### src/rtl/reg_bank_pkg.sv
// Shared CPU constants: zero-register index, stack-pointer defaults and the
// destination-select encoding that feeds the register-bank write address.
package reg_bank_pkg;

    localparam int REG_ZERO     = 0;
    localparam int REG_RA       = 31;
    localparam int SP_IDX_DEF   = 29;
    localparam int SP_RESET_DEF = 227;

    typedef enum logic [1:0] {
        DST_RT = 2'd0,
        DST_RD = 2'd1,
        DST_RA = 2'd2
    } dst_sel_e;

    // Write-address mux used ahead of the bank (jal-style link goes to RA).
    function automatic logic [4:0] dst_index(input dst_sel_e sel,
                                             input logic [4:0] rt,
                                             input logic [4:0] rd);
        case (sel)
            DST_RT:  dst_index = rt;
            DST_RD:  dst_index = rd;
            DST_RA:  dst_index = 5'(REG_RA);
            default: dst_index = 5'(REG_ZERO);
        endcase
    endfunction

endpackage

### src/rtl/reg_bank_rdport.sv
// One registered read port of the register bank.
// REG_BANK_BYPASS_EN: forward same-edge write data (write-first); otherwise read-first.
module reg_bank_rdport
    import reg_bank_pkg::*;
#(
    parameter int DATA_W = 32,
    parameter int ADDR_W = 5,
    localparam int NREG  = 1 << ADDR_W
) (
    input  logic                           clk,
    input  logic                           reset,
    input  logic [NREG-1:0][DATA_W-1:0]    regs,
    input  logic [ADDR_W-1:0]              rd_addr,
    input  logic                           reg_wr,
    input  logic [ADDR_W-1:0]              wr_addr,
    input  logic [DATA_W-1:0]              wr_data,
    output logic [DATA_W-1:0]              rd_data
);

    logic [DATA_W-1:0] rd_data_d, rd_data_q;
    logic              hit;

`ifdef REG_BANK_BYPASS_EN
    assign hit = reg_wr && (wr_addr == rd_addr) && (wr_addr != ADDR_W'(REG_ZERO));
`else
    logic unused_wr;
    assign unused_wr = ^{reg_wr, wr_addr, wr_data};
    assign hit       = 1'b0;
`endif

    always_comb begin
        rd_data_d = regs[rd_addr];
        if (hit) rd_data_d = wr_data;
    end

    always_ff @(posedge clk or negedge reset) begin
        if (!reset) rd_data_q <= '0;
        else        rd_data_q <= rd_data_d;
    end

    assign rd_data = rd_data_q;

endmodule

### src/rtl/reg_bank.sv
// Two-read, one-write register bank with hard-wired zero register and a
// stack pointer that resets to SP_RESET. Collision policy: REG_BANK_BYPASS_EN.
module reg_bank
    import reg_bank_pkg::*;
#(
    parameter int DATA_W   = 32,
    parameter int ADDR_W   = 5,
    parameter int SP_IDX   = SP_IDX_DEF,
    parameter int SP_RESET = SP_RESET_DEF
) (
    input  logic              clk,
    input  logic              reset,
    input  logic              reg_wr,
    input  logic [ADDR_W-1:0] wr_addr,
    input  logic [DATA_W-1:0] wr_data,
    input  logic [ADDR_W-1:0] rd_addr_a,
    input  logic [ADDR_W-1:0] rd_addr_b,
    output logic [DATA_W-1:0] rd_data_a,
    output logic [DATA_W-1:0] rd_data_b
);

    localparam int NREG = 1 << ADDR_W;

    logic [NREG-1:0][DATA_W-1:0] regs_d, regs_q;

    always_comb begin
        regs_d = regs_q;
        if (reg_wr && (wr_addr != ADDR_W'(REG_ZERO))) regs_d[wr_addr] = wr_data;
        regs_d[REG_ZERO] = '0;
    end

    // The zero slot never takes the SP reset value even if SP_IDX is misconfigured.
    always_ff @(posedge clk or negedge reset) begin
        if (!reset) begin
            for (int i = 0; i < NREG; i++)
                regs_q[i] <= (i == SP_IDX && i != REG_ZERO) ? DATA_W'(SP_RESET) : '0;
        end else begin
            regs_q <= regs_d;
        end
    end

    reg_bank_rdport #(.DATA_W(DATA_W), .ADDR_W(ADDR_W)) u_rd_a (
        .clk     (clk),
        .reset   (reset),
        .regs    (regs_q),
        .rd_addr (rd_addr_a),
        .reg_wr  (reg_wr),
        .wr_addr (wr_addr),
        .wr_data (wr_data),
        .rd_data (rd_data_a)
    );

    reg_bank_rdport #(.DATA_W(DATA_W), .ADDR_W(ADDR_W)) u_rd_b (
        .clk     (clk),
        .reset   (reset),
        .regs    (regs_q),
        .rd_addr (rd_addr_b),
        .reg_wr  (reg_wr),
        .wr_addr (wr_addr),
        .wr_data (wr_data),
        .rd_data (rd_data_b)
    );

endmodule

### config.mk
export PLATFORM = sky130hd
export DESIGN_NAME = reg_bank
export DESIGN_NICKNAME = d
export VERILOG_FILES = /design/src/rtl/reg_bank_pkg.sv /design/src/rtl/reg_bank_rdport.sv /design/src/rtl/reg_bank.sv
export SDC_FILE = /design/constraint.sdc
export NUM_CORES = 2
export LEC_CHECK = 0
export CORE_MARGIN = 5
export CORE_UTILIZATION = 50
export CTS_CLUSTER_SIZE = 10
export DETAILED_ROUTE_END_ITERATION = 8
export PLACE_DENSITY = 0.69
export SLEW_MARGIN = 30
export SYNTH_ARGS = -nofsm -noshare
export SYNTH_HDL_FRONTEND = slang
export SYNTH_SLANG_ARGS = --single-unit
### constraint.sdc
create_clock -name clk -period 1.31 [get_ports clk]
set_input_delay 0.393 -clock clk [delete_from_list [all_inputs] [get_ports clk]]
set_output_delay 0.393 -clock clk [all_outputs]
set_load 0.01 [all_outputs]
==> impl_metrics.toml <==
[logic_synthesis]
syn-mean-instance-area_um2 = 15.0
ys_seq_elements = 1056
yosys_warnings = 0
syn-num-nets = 3711
ys_seq_area_frac = 0.482
netlist_instances = 3661
netlist-cell-type-count = 31
synth_area_um2 = 54800

[setup_path]
path_delay_family = "flip-flops"
cp_cell_sequence = "buf_6"
worstPathMaxFanout = 1
max_stage_delay_ns = 0.49
cp.required_ns = 0.92
path_class = "register to output port"
path_buf_inv = 1
crit_path_start_kind = "register"
critPathArrivalTime_ns = 1.37
cpMaxStageDelayCell = "dfrtp_2"
end_kind = "output port"

[outcome]
outcome = "finished with violations"
violations = "negative setup slack"

[global_routing]
grt_overflow_total = 0
first_global_vias = 40300
grt_usage = 0.304
antenna_found_initial = 2
grt_max_degree = 62
grt_pass1_wl_um = 266000

[floorplan]
core_area_um2 = 109000
ioPinCount = 114
die_x_um = 341
initial_core_util = 0.504
dieArea_um2 = 116000
die_y_um = 341
std_cell_rows = 121

[clocking]
cts-root-buf = "clkbuf_16"
cts_buffer_depth = 3
insertion_delay_ns = 0.73
tritoncts = "yes"
cts.sinks = 1056
clk_pin_slew_worst_paths_ns = 0.06
cts_made_buffers = 120
h-tree-depth = 3

[sta]
relSlewSlack = 0.452
finalSetupTns_ns = -40.43
finalHoldViolCount = 0
period_needed_ns = 1.77
setup_viol = 189
tightest_slew_ns = 0.820
fin_crit_sh = 1.35
fin_skew_ns = 0.0250
rsz0062_at_grt = "true"
max_freq_ghz = 0.566
hold-worst-slack_ns = 0.0362
setup_ws_ns = -0.456
slew_viol_final = 0

[place]
dp_cells = 5556
dpl_cell_area_um2 = 65700
gp_congestion = 0.855
numPortBuffers = 113
dp_hpwl_um = 115000

[worst_hold_path]
hp-class = "input port to register"

[routing]
first_pass_iters = 6
viasPerCell = 6.53
vias = 38000
route.detailed.drc = 0
drt_iter0_drc = 3396
drt-total-wl_um = 179000
ant_nets = 0
post_drt_wl_per_cell_um = 30.8

[final_layout]
instances_no_fill = 5821
syn_to_final_growth_pct = 29.6
layout-drive-gt1-share = 0.612
nets = 4397
fillerInstances = 7496
fin_area_um2 = 71000

[pwr]
p_per_area_nw_per_um2 = 1420
ir_drop_mv = 1.11
leakagePower_nw = 32.0
finalPower_mw = 101

[run]
maxCapViolations = 0
cell families (layout without fill, tap and decap cells):
logic type / count (synthesis) / in the layout / share of synthesized area
other: 0 / 4 / 0
AO/OA/AOI/OAI: 448 / 448 / 0.0614
multiplexers: 1632 / 1632 / 0.410
buffers and inverters: 399 / 1141 / 0.0335
flip-flops: 1056 / 1056 / 0.482
AND/OR/NAND/NOR: 126 / 126 / 0.0131
flip-flops by register name, indices dropped and copies added, names as in the netlist:
name            flops
regs_q            992
u_rd_a.rd_data     32
u_rd_b.rd_data     32
area by class of cell:
type	count	area (µm²)	share of cell area
antenna	4	10.0	0.000141
tap	1414	1770	0.0249
multi-input combinational	2206	28800	0.405
clock inverter	10	166	0.00234
sequential	1056	26400	0.372
timing repair buffer	961	10500	0.148
inverter	2	7.51	0.000106
clock buffer	168	3290	0.0464
Yosys cell counts (all sizes together):
cell type  count  share of area
mux2        1056           0.22
dfrtp       1051           0.48
mux4         384           0.16
clkbuf       204          0.014
buf          193          0.019
a22o         192          0.031
mux2i        192          0.035
and2          66         0.0075
a211oi        64         0.0088
o21ai         64         0.0058
o22ai         64         0.0073
o31ai         64         0.0088
nor2          19         0.0015
nand2         18         0.0012
nor2b          6        0.00068
dfstp          5         0.0024
nand3b         4        0.00055
nor3b          4        0.00055
inv            2        0.00014
nand2b         2        0.00023
nand3          2        0.00018
and3           1        0.00011
and3b          1        0.00016
nor3           1       0.000091
or2            1        0.00011
or3b           1        0.00016
cell usage in the layout (no fill, tap or decap), types with 3 or more instances in the layout:
cell	n
a22o_1	190
buf_16	12
o31ai_2	29
nand2_4	6
bufbuf_16	6
buf_4	611
o21ai_4	5
o22ai_1	64
o21ai_1	8
mux2i_1	189
nand3b_1	4
mux2_4	332
nor2b_4	6
o31ai_1	20
nor3b_4	4
a211oi_2	5
clkbuf_16	127
diode_2	4
dfrtp_2	10
nand2_2	12
o21ai_2	51
buf_6	53
and2_1	62
a211oi_1	58
dfrtp_1	1041
buf_8	5
nor2_4	18
o31ai_4	15
dfstp_2	5
clkdlybuf4s50_1	32
mux4_2	384
mux2_2	724
clkbuf_1	37
buf_2	26
clkbuf_8	11
inv_6	3
buf_12	205
where the power goes:
group	switching, mW	leakage, nW	internal, mW
combinational	9.28	16.8	16.5
sequential	4.93	13.5	39.1
clock	13.4	1.68	17.4
total	27.6	32.0	73.0
metal layers:
layer | vias up | track usage | wire (µm)
met5 | - | 0 | 12
met4 | 2 | 0.116 | 7870
met3 | 411 | 0.0545 | 14100
met2 | 1668 | 0.484 | 84000
met1 | 20400 | 0.421 | 73200
li1 | 15500 | - | -
what timing repair did:
action | CTS | global route
endpoints found under the hold margin | 237 | 0
setup endpoints to repair | 1120 | 493
pin swaps | 76 | 24
hold buffers | 1 | 0
gates cloned | 9 | 7
gates resized for setup | 473 | 49
buffers inserted | 34 | 38
final timing paths:
check / from / slack (ns) / cells after the start / to
worst max register to register: regs_q[792] / -0.38 / 4 / u_rd_b.rd_data[24]
worst min register to register: regs_q[888] / 0.52 / 1 / regs_q[888]
worst min-delay path: rd_addr_b[4] / 0.04 / 2 / u_rd_b.rd_data[25]
worst max-delay path: u_rd_a.rd_data[27] / -0.46 / 1 / rd_data_a[27]
max in group asynchronous: reset / 0.36 / 4 / u_rd_a.rd_data[29]
min in group asynchronous: reset / 0.15 / 2 / regs_q[739]
per-stage QoR:
step	worst slack, ns	util
2_1_floorplan	-0.493	-
3_3_place_gp	-1.12	0.603
3_5_place_dp	-1.12	0.603
4_1_cts	-0.479	0.646
5_1_grt	-0.486	0.652
6_report	-0.456	0.653
Note: power is estimated with default switching activity, not from simulation.
